### src/rtl/vdic_dut_2023_pkg.sv
// vdic_dut_2023_pkg
// Shared widths, FSM state type and helper functions for the
// parity-protected multiply responder and its sequential engine.
package vdic_dut_2023_pkg;

  localparam int unsigned ARG_W  = 16;
  localparam int unsigned RES_W  = 32;
  localparam int unsigned ITER_N = 16;
  localparam int unsigned CNT_W  = 5;

  typedef enum logic [1:0] {
    IDLE = 2'd0,
    BUSY = 2'd1,
    OUT  = 2'd2
  } state_t;

  // Even parity over a full result-width word; narrower values are zero-extended.
  function automatic logic calc_parity(input logic [RES_W-1:0] v);
    return ^v;
  endfunction

  // Unsigned magnitude of a signed operand; -32768 maps to 32768 (0x8000).
  function automatic logic [ARG_W-1:0] calc_mag(input logic [ARG_W-1:0] v);
    return v[ARG_W-1] ? (~v + 16'd1) : v;
  endfunction

endpackage

### src/rtl/vdic_mult_seq_core.sv
// vdic_mult_seq_core
// Radix-2 shift-add multiplier: one iteration per clock, ITER_N iterations.
// Ports:
//   clk, rst_n   clock, synchronous active-low reset
//   start        load operands and begin (clears done)
//   mag_a, mag_b unsigned operand magnitudes
//   sign         negate the final product when set
//   done         high from the edge completing the last iteration until next start
//   product      signed product (valid while done)
module vdic_mult_seq_core
  import vdic_dut_2023_pkg::*;
(
  input  logic             clk,
  input  logic             rst_n,
  input  logic             start,
  input  logic [ARG_W-1:0] mag_a,
  input  logic [ARG_W-1:0] mag_b,
  input  logic             sign,
  output logic             done,
  output logic [RES_W-1:0] product
);

  logic [RES_W-1:0] mcand_q, mcand_d;
  logic [ARG_W-1:0] mplier_q, mplier_d;
  logic [RES_W-1:0] acc_q, acc_d;
  logic [CNT_W-1:0] cnt_q, cnt_d;
  logic             sign_q, sign_d;
  logic             busy_q, busy_d;
  logic             done_q, done_d;

  // Next-state of the shift-add datapath.
  always_comb begin
    mcand_d  = mcand_q;
    mplier_d = mplier_q;
    acc_d    = acc_q;
    cnt_d    = cnt_q;
    sign_d   = sign_q;
    busy_d   = busy_q;
    done_d   = done_q;
    if (start) begin
      mcand_d  = {16'd0, mag_a};
      mplier_d = mag_b;
      acc_d    = 32'd0;
      cnt_d    = 5'd0;
      sign_d   = sign;
      busy_d   = 1'b1;
      done_d   = 1'b0;
    end else if (busy_q) begin
      if (mplier_q[0]) begin
        acc_d = acc_q + mcand_q;
      end else begin
        acc_d = acc_q;
      end
      mcand_d  = {mcand_q[RES_W-2:0], 1'b0};
      mplier_d = {1'b0, mplier_q[ARG_W-1:1]};
      cnt_d    = cnt_q + 5'd1;
      if (cnt_q == CNT_W'(ITER_N - 1)) begin
        busy_d = 1'b0;
        done_d = 1'b1;
      end else begin
        busy_d = 1'b1;
        done_d = 1'b0;
      end
    end else begin
      busy_d = 1'b0;
    end
  end

  // Datapath registers.
  always_ff @(posedge clk) begin
    if (!rst_n) begin
      mcand_q  <= 32'd0;
      mplier_q <= 16'd0;
      acc_q    <= 32'd0;
      cnt_q    <= 5'd0;
      sign_q   <= 1'b0;
      busy_q   <= 1'b0;
      done_q   <= 1'b0;
    end else begin
      mcand_q  <= mcand_d;
      mplier_q <= mplier_d;
      acc_q    <= acc_d;
      cnt_q    <= cnt_d;
      sign_q   <= sign_d;
      busy_q   <= busy_d;
      done_q   <= done_d;
    end
  end

  assign done    = done_q;
  assign product = sign_q ? (32'd0 - acc_q) : acc_q;

endmodule

### src/rtl/vdic_mult_responder.sv
// vdic_mult_responder
// Responder side of the parity-protected multiply handshake.
// Build option: define VDIC_MULT_SEQ_EN for the 16-iteration shift-add engine;
// otherwise a single-cycle combinational multiply is used.
// Ports:
//   clk, rst_n          clock, synchronous active-low reset
//   arg_a, arg_b        signed 16-bit operands, with even parity bits
//   req / ack           request (operands valid) / operands captured
//   result, result_parity  signed 32-bit product (0 on parity error) and ^result
//   result_rdy          one-cycle strobe, result fields valid
//   arg_parity_error    either operand parity was wrong
module vdic_mult_responder
  import vdic_dut_2023_pkg::*;
(
  input  logic             clk,
  input  logic             rst_n,
  input  logic [ARG_W-1:0] arg_a,
  input  logic             arg_a_parity,
  input  logic [ARG_W-1:0] arg_b,
  input  logic             arg_b_parity,
  input  logic             req,
  output logic             ack,
  output logic [RES_W-1:0] result,
  output logic             result_parity,
  output logic             result_rdy,
  output logic             arg_parity_error
);

  state_t           state_q, state_d;
  logic [ARG_W-1:0] a_q, a_d, b_q, b_d;
  logic             a_par_q, a_par_d, b_par_q, b_par_d;
  logic             ack_q, ack_d;
  logic [RES_W-1:0] result_q, result_d;
  logic             result_parity_q, result_parity_d;
  logic             result_rdy_q, result_rdy_d;
  logic             err_q, err_d;

  logic             err_s;
  logic             eng_done_s;
  logic [RES_W-1:0] product_s;

  assign err_s = (calc_parity({16'd0, a_q}) != a_par_q) |
                 (calc_parity({16'd0, b_q}) != b_par_q);

`ifdef VDIC_MULT_SEQ_EN
  logic start_s;

  // The engine loads straight from the ports on the capture edge so that
  // its sixteen iterations land on E1..E16.
  assign start_s = (state_q == IDLE) && req;

  vdic_mult_seq_core u_core (
    .clk     (clk),
    .rst_n   (rst_n),
    .start   (start_s),
    .mag_a   (calc_mag(arg_a)),
    .mag_b   (calc_mag(arg_b)),
    .sign    (arg_a[ARG_W-1] ^ arg_b[ARG_W-1]),
    .done    (eng_done_s),
    .product (product_s)
  );
`else
  logic [RES_W-1:0] umul_s;

  assign umul_s     = 32'(calc_mag(a_q)) * 32'(calc_mag(b_q));
  assign product_s  = (a_q[ARG_W-1] ^ b_q[ARG_W-1]) ? (32'd0 - umul_s) : umul_s;
  assign eng_done_s = 1'b1;
`endif

  // Handshake FSM next-state and output computation.
  always_comb begin
    state_d         = state_q;
    a_d             = a_q;
    b_d             = b_q;
    a_par_d         = a_par_q;
    b_par_d         = b_par_q;
    ack_d           = ack_q;
    result_d        = result_q;
    result_parity_d = result_parity_q;
    result_rdy_d    = 1'b0;
    err_d           = err_q;
    case (state_q)
      IDLE: begin
        if (req) begin
          a_d     = arg_a;
          b_d     = arg_b;
          a_par_d = arg_a_parity;
          b_par_d = arg_b_parity;
          ack_d   = 1'b1;
          state_d = BUSY;
        end else begin
          state_d = IDLE;
        end
      end
      BUSY: begin
        if (!req) begin
          ack_d = 1'b0;
        end else begin
          ack_d = ack_q;
        end
        // A parity error short-circuits the engine.
        if (!req && (err_s || eng_done_s)) begin
          result_d        = err_s ? 32'd0 : product_s;
          result_parity_d = err_s ? 1'b0 : calc_parity(product_s);
          err_d           = err_s;
          result_rdy_d    = 1'b1;
          state_d         = OUT;
        end else begin
          state_d = BUSY;
        end
      end
      OUT: begin
        result_rdy_d = 1'b0;
        state_d      = IDLE;
      end
      default: begin
        state_d = IDLE;
      end
    endcase
  end

  // State and registered outputs.
  always_ff @(posedge clk) begin
    if (!rst_n) begin
      state_q         <= IDLE;
      a_q             <= 16'd0;
      b_q             <= 16'd0;
      a_par_q         <= 1'b0;
      b_par_q         <= 1'b0;
      ack_q           <= 1'b0;
      result_q        <= 32'd0;
      result_parity_q <= 1'b0;
      result_rdy_q    <= 1'b0;
      err_q           <= 1'b0;
    end else begin
      state_q         <= state_d;
      a_q             <= a_d;
      b_q             <= b_d;
      a_par_q         <= a_par_d;
      b_par_q         <= b_par_d;
      ack_q           <= ack_d;
      result_q        <= result_d;
      result_parity_q <= result_parity_d;
      result_rdy_q    <= result_rdy_d;
      err_q           <= err_d;
    end
  end

  assign ack              = ack_q;
  assign result           = result_q;
  assign result_parity    = result_parity_q;
  assign result_rdy       = result_rdy_q;
  assign arg_parity_error = err_q;

endmodule

### config.mk
export PLATFORM = sky130hd
export DESIGN_NAME = vdic_mult_responder
export DESIGN_NICKNAME = d
export VERILOG_FILES = /design/src/rtl/vdic_dut_2023_pkg.sv /design/src/rtl/vdic_mult_seq_core.sv /design/src/rtl/vdic_mult_responder.sv
export SDC_FILE = /design/constraint.sdc
export NUM_CORES = 1
export LEC_CHECK = 0
export CAP_MARGIN = 20
export CORE_ASPECT_RATIO = 1.1
export CORE_MARGIN = 2
export CORE_UTILIZATION = 30
export CTS_CLUSTER_DIAMETER = 30
export DETAILED_ROUTE_END_ITERATION = 7
export GPL_TIMING_DRIVEN = 0
export SLEW_MARGIN = 30
export SYNTH_ARGS = -nofsm -noshare
export SYNTH_HDL_FRONTEND = slang
export SYNTH_SLANG_ARGS = --single-unit
### constraint.sdc
create_clock -name clk -period 14 [get_ports clk]
set_clock_uncertainty 0.05 [all_clocks]
set_input_delay 2.8 -clock clk [delete_from_list [all_inputs] [get_ports clk]]
set_output_delay 2.8 -clock clk [all_outputs]
set_load 0.05 [all_outputs]
### Word-level counts from Yosys, hierarchy flattened

Index checks and enable logic that the tools add are counted.

| storage, ports and cells | value |
|---|---|
| register bits after elaboration | 72 |
| input port bits | 37 |
| output and inout port bits | 36 |
| word-level logic and storage cells | 45 |

| cells by class | value |
|---|---|
| $add $sub $neg | 3 |
| multiply operators | 1 |
| equal/unequal tests | 5 |
| multiplexer cells | 12 |
| bitwise gates (word level) | 5 |
| reduce and logical (&&, ||, !) cells | 9 |

Operator list:

| cell | count |
|---|---|
| parity 32 bit | 3 |
| two-way mux 32 bit | 2 |
| adder 16 x 1 -> 16 bit (second input constant) | 2 |
| multiplier 16 x 16 -> 32 bit | 1 |
| two-way mux 16 bit | 2 |
| NOT 16 bit | 2 |
| subtractor 1 x 32 -> 32 bit (first input constant) | 1 |
| AND reduction 2 bit | 3 |
| two-way mux 1 bit | 5 |
| inequality test 2 bit (second input constant) | 2 |
| one-hot mux 2 bit (2 select lines) | 1 |
| AND reduction 3 bit | 1 |
| equality test 2 x 1 -> 1 bit (second input constant) | 1 |
| logical NOT 2 bit | 1 |
| two-way mux 2 bit | 1 |
| inequality test 1 bit | 2 |
| one-hot mux 1 bit (2 select lines) | 1 |
| nonzero test 2 bit | 1 |
| NOT 1 bit | 1 |
| OR 1 bit | 1 |
| bitwise XOR 1 bit | 1 |

### Longest topological paths before layout

| depth | value |
|---|---|
| depth in word-level cells | 8 |
| gate-level depth with buffers | 37 |
| gate-level depth less buffers | 34 |

### Worst setup path before layout

No wires, ideal clock.

| path | value |
|---|---|
| kind | register to register |
| from | reg a_q[0] |
| to | reg result_parity_q, in the netlist result_parity |
| arrival time | 9.035 ns |
| data required time | 13.881 ns |
| path slack | 4.846 ns |
| stages on the path, launching flop included | 35 |
| path buffers | 3 |
| path through | dfxtp_1 > clkbuf_1 > inv_1 > nand3_1 > or3_1 > or3_1 > nor3_1 > nor2_1 > xnor2_1 > clkbuf_1 > nand2_1 > fa_1 > fa_1 > fa_1 > fa_1 > inv_1 > fa_1 > inv_1 > fa_1 > inv_1 > ha_1 > nand4_2 > a2111oi_4 > a211oi_2 > o311a_1 > or3_1 > buf_6 > xnor3_1 > xor3_1 > xnor3_1 > xnor3_1 > xnor2_1 > xnor2_1 > xnor3_1 > o21ai_1 |

| on the way | value |
|---|---|
| longest elaborated chain between the ends | 8 |
| elaborated cells on any way between the ends | 11 |
| those cells by class | add/sub (2); mul (1); eq/ne (1); mux (3); bitwise (2); reduce/logical (2) |

RTL lines:

| item | RTL line | RTL |
|---|---|---|
| from (decl) | vdic_mult_responder.sv:30 | `logic [ARG_W-1:0] a_q, a_d, b_q, b_d;` |
| from (signal assigned) | vdic_mult_responder.sv:126 | `a_q <= 16'd0;` |
| from (signal assigned) | vdic_mult_responder.sv:137 | `a_q <= a_d;` |
| NOT 16 bit | vdic_dut_2023_pkg.sv:24 | `return v[ARG_W-1] ? (~v + 16'd1) : v;` |
| adder 16 x 1 -> 16 bit | vdic_dut_2023_pkg.sv:24 |  |
| two-way mux 16 bit | vdic_dut_2023_pkg.sv:24 |  |
| multiplier 16 x 16 -> 32 bit | vdic_mult_responder.sv:65 | `assign umul_s = 32'(calc_mag(a_q)) * 32'(calc_mag(b_q));` |
| subtractor 1 x 32 -> 32 bit | vdic_mult_responder.sv:66 | `assign product_s = (a_q[ARG_W-1] ^ b_q[ARG_W-1]) ? (32'd0 - umul_s) : umul_s;` |
| two-way mux 32 bit | vdic_mult_responder.sv:66 |  |
| parity 32 bit | vdic_dut_2023_pkg.sv:19 | `return ^v;` |
| two-way mux 1 bit (*) | vdic_mult_responder.sv:104 | `result_parity_d = err_s ? 1'b0 : calc_parity(product_s);` |
| to (signal assigned) | vdic_mult_responder.sv:143 | `result_parity_q <= result_parity_d;` |
| to (decl) | vdic_mult_responder.sv:34 | `logic result_parity_q, result_parity_d;` |

Mark *: on every way between the ends. The rest lies on a longest branch, timed or not.
A chain may end at the register's enable or synchronous reset.

### Worst setup path after layout

Same ends and word-level chain as after synthesis.

==> impl_metrics.tcl <==
set metrics [dict create \
    htreeDepth 3 \
    status "complete, no violations" \
    fin_crit_sh_pct 82.1 \
    worstMarginPinSlew_ns 1.02 \
    async_flop_share_pct 0 \
    synthFlopType "dfxtp_1" \
    yosysWarnings 0 \
    wl_per_cell_um 17.1 \
    hpwl_um 32700 \
    cts_root_buf "clkbuf_16" \
    portBuffers 72 \
    cts_tree "done" \
    avgSynthCellArea_um2 8.24 \
    clkPwrFrac_pct 15.2 \
    syn_inst 1613 \
    p_per_area_nw_per_um2 104 \
    routed_wl_um 39100 \
    insertion_delay_ns 0.37 \
    rsz0062_at_grt "no" \
    track_usage_pct 18.3 \
    grt_max_degree 14 \
    die_h_um 225 \
    syn-cell-area_um2 13300 \
    reg2reg_from "a_q[0]" \
    reg2reg_to "result_parity" \
    rrSetupSlack_ns 2.50 \
    hp-start "result_parity" \
    dpl_cell_area_um2 14900 \
    max_stage_delay_ns 0.73 \
    r2r_cells 33 \
    critical_path_arrival_ns 11.74 \
    worst-path-max-fanout 10 \
    antenna_found_initial 0 \
    design_area_um2 15200 \
    core_um2 43500 \
    period_needed_ns 11.50 \
    vdd_ir_drop_max_mv 0.306 \
    maxCapViolations 0 \
    p_int_w 0.000867 \
    cts_made_buffers 9 \
    crit_required_ns 14.24 \
    synth_cell_type_count 71 \
    final_core_util_pct 35.0 \
    gp_congestion 0.939 \
    cp-end-kind "flip-flop" \
    finalSetupTns_ns 0 \
    fillers 4551 \
    setup_viol 0 \
    die_area_um2 46000 \
    slowest_stage "clkbuf_1" \
    area_growth_pct 14.6 \
    final_common_cell "inv_1" \
    crit_path_start_kind "flip-flop" \
    hold_violations 0 \
    nets 2049 \
    seq_area_um2 1440 \
    ctsResizeCount 0 \
    clk_pin_slew_worst_paths_ns 0.06 \
    cts_setup_buffers 0 \
    die_x_um 205 \
    grt_pass1_wl_um 65300 \
    ys_seq_elements 72 \
    clock-sinks 72 \
    min_delay_worst_endpoint "result_parity" \
    slew_headroom_pct 31.5 \
    drc 0 \
    fmax_ghz 0.0870 \
    final_cell_mix "280 x inv_1, 276 x nand2_1, 194 x fa_1" \
    synth-edff-count 0 \
    std_cell_rows 80 \
    p_sw_share_pct 45.3 \
    antenna_cells 0 \
    p_seq_share_pct 14.3 \
    power_frac_comb_pct 70.5 \
    hold_path_class "flip-flop to flip-flop" \
    multi_input_area_um2 10700 \
    slew_violations 0 \
    drt_iter0_markers 674 \
    hold_buffers 0 \
    vias_per_cell 4.88 \
    path_common_cell "fa_1" \
    grt_pass1_vias 12100 \
    critPathKind "flip-flop to flip-flop" \
    holdPathStages 2 \
    yosysSeqAreaShare_pct 10.9 \
    io_pins 73 \
    drive_above_1_share_pct 4.11 \
    p_switching_w 0.000718 \
    ant_nets 0 \
    syn_nets 1963 \
    p_leak_nw 6.82 \
    via_count 11100 \
    drtPass1Iterations 6 \
    floorplan.initialDensity_pct 30.5 \
    grt-ovfl-total 0 \
    clock_tree.buffer_depth 2 \
    p_total_w 0.00159 \
]
[cell families (layout without fill, tap and decap cells)]
group / after synthesis / count (layout) / synth area share (%)
buffers and inverters: 337 / 428 / 10.1
AOI/OAI and AO/OA: 216 / 216 / 11.0
xor gates and xnor gates: 142 / 142 / 10.1
and+or+nand+nor: 529 / 529 / 17.2
muxes: 4 / 4 / 0.311
adders and majority gates: 313 / 313 / 40.4
DFF: 72 / 72 / 10.9
[flip-flops by register name, summed over array words and instances, names as in the netlist]
| name | cells |
|---|---|
| b_q | 16 |
| a_par_q | 1 |
| result | 32 |
| arg_parity_error | 1 |
| b_par_q | 1 |
| result_rdy | 1 |
| state_q | 2 |
| result_parity | 1 |
| ack | 1 |
| a_q | 16 |
[area by class of cell]
class                   count  share of cell area, %
repair buffers             75                   4.91
clock buffers              10                   1.57
inverters                 280                   6.90
well taps                 574                   4.72
flip-flops and latches     72                   9.47
multi-input cells        1204                   70.1
clock inverters             6                  0.444
plain buffers              57                   1.91
[stage by stage]
| stage | std cells | hold slack, ns | setup slack (ns) |
|---|---|---|---|
| 2_1_floorplan | 1613 | 0.402 | 4.85 |
| 3_3_place_gp | 2259 | 0.392 | 2.69 |
| 3_5_place_dp | 2262 | 0.393 | 2.68 |
| 4_1_cts | 2278 | 0.405 | 2.63 |
| 5_1_grt | 2278 | 0.425 | 1.85 |
| 6_report | 2278 | 0.401 | 2.50 |
[worst max-delay path: cells and delay by family (launching register included)]
| kind | cells | cell delay (ns) |
|---|---|---|
| buf+inv | 8 | 2.11 |
| compound gates | 8 | 2.35 |
| simple gates | 3 | 0.73 |
| fa+ha+maj | 8 | 3.78 |
| xor+xnor | 6 | 2.05 |
| flops | 1 | 0.30 |
[power by group through the flow]
stage	combinational, W	sequential (W)	clock, W
floorplan	0.000830	0.000246	0
global placement	0.00110	0.000230	0
detailed placement	0.00111	0.000231	0
CTS	0.00112	0.000226	0.000246
global route	0.00123	0.000228	0.000253
finish	0.00112	0.000226	0.000241
[worst max-delay path by stage]
stage | end | slack, ns | cells after the start | startpoint
floorplan | result_parity | 4.85 | 34 | a_q[0]
global placement | result_parity | 2.69 | 33 | a_q[0]
detailed placement | result_parity | 2.68 | 33 | a_q[0]
CTS | result_parity | 2.63 | 33 | a_q[0]
global route | result_parity | 1.85 | 34 | a_q[0]
finish | result_parity | 2.50 | 33 | a_q[0]
[synthesized netlist by cell type, types with 11 or more instances]
master	n	area (µm²)
nand2b_1	11	68.8
clkbuf_1	46	173
a21o_1	15	113
a21oi_1	47	235
nand3_1	17	85.1
dfxtp_1	72	1440
nor2_1	142	533
ha_1	119	1490
and2_1	15	93.8
xnor2_1	110	963
a21boi_0	39	293
nand2_1	276	1040
inv_1	280	1050
fa_1	194	3880
nand4_1	14	87.6
xor2_1	25	219
o21ai_0	50	250
[layer usage]
| metal | track usage (%) | routed length, µm | vias to the layer above |
|---|---|---|---|
| met5 | 0 | 0 | - |
| met1 | 21.8 | 15700 | 5461 |
| met4 | 8.16 | 1700 | 0 |
| li1 | - | - | 5234 |
| met2 | 32.2 | 19500 | 337 |
| met3 | 2.80 | 2200 | 91 |
(Power assumes the default switching activity.)
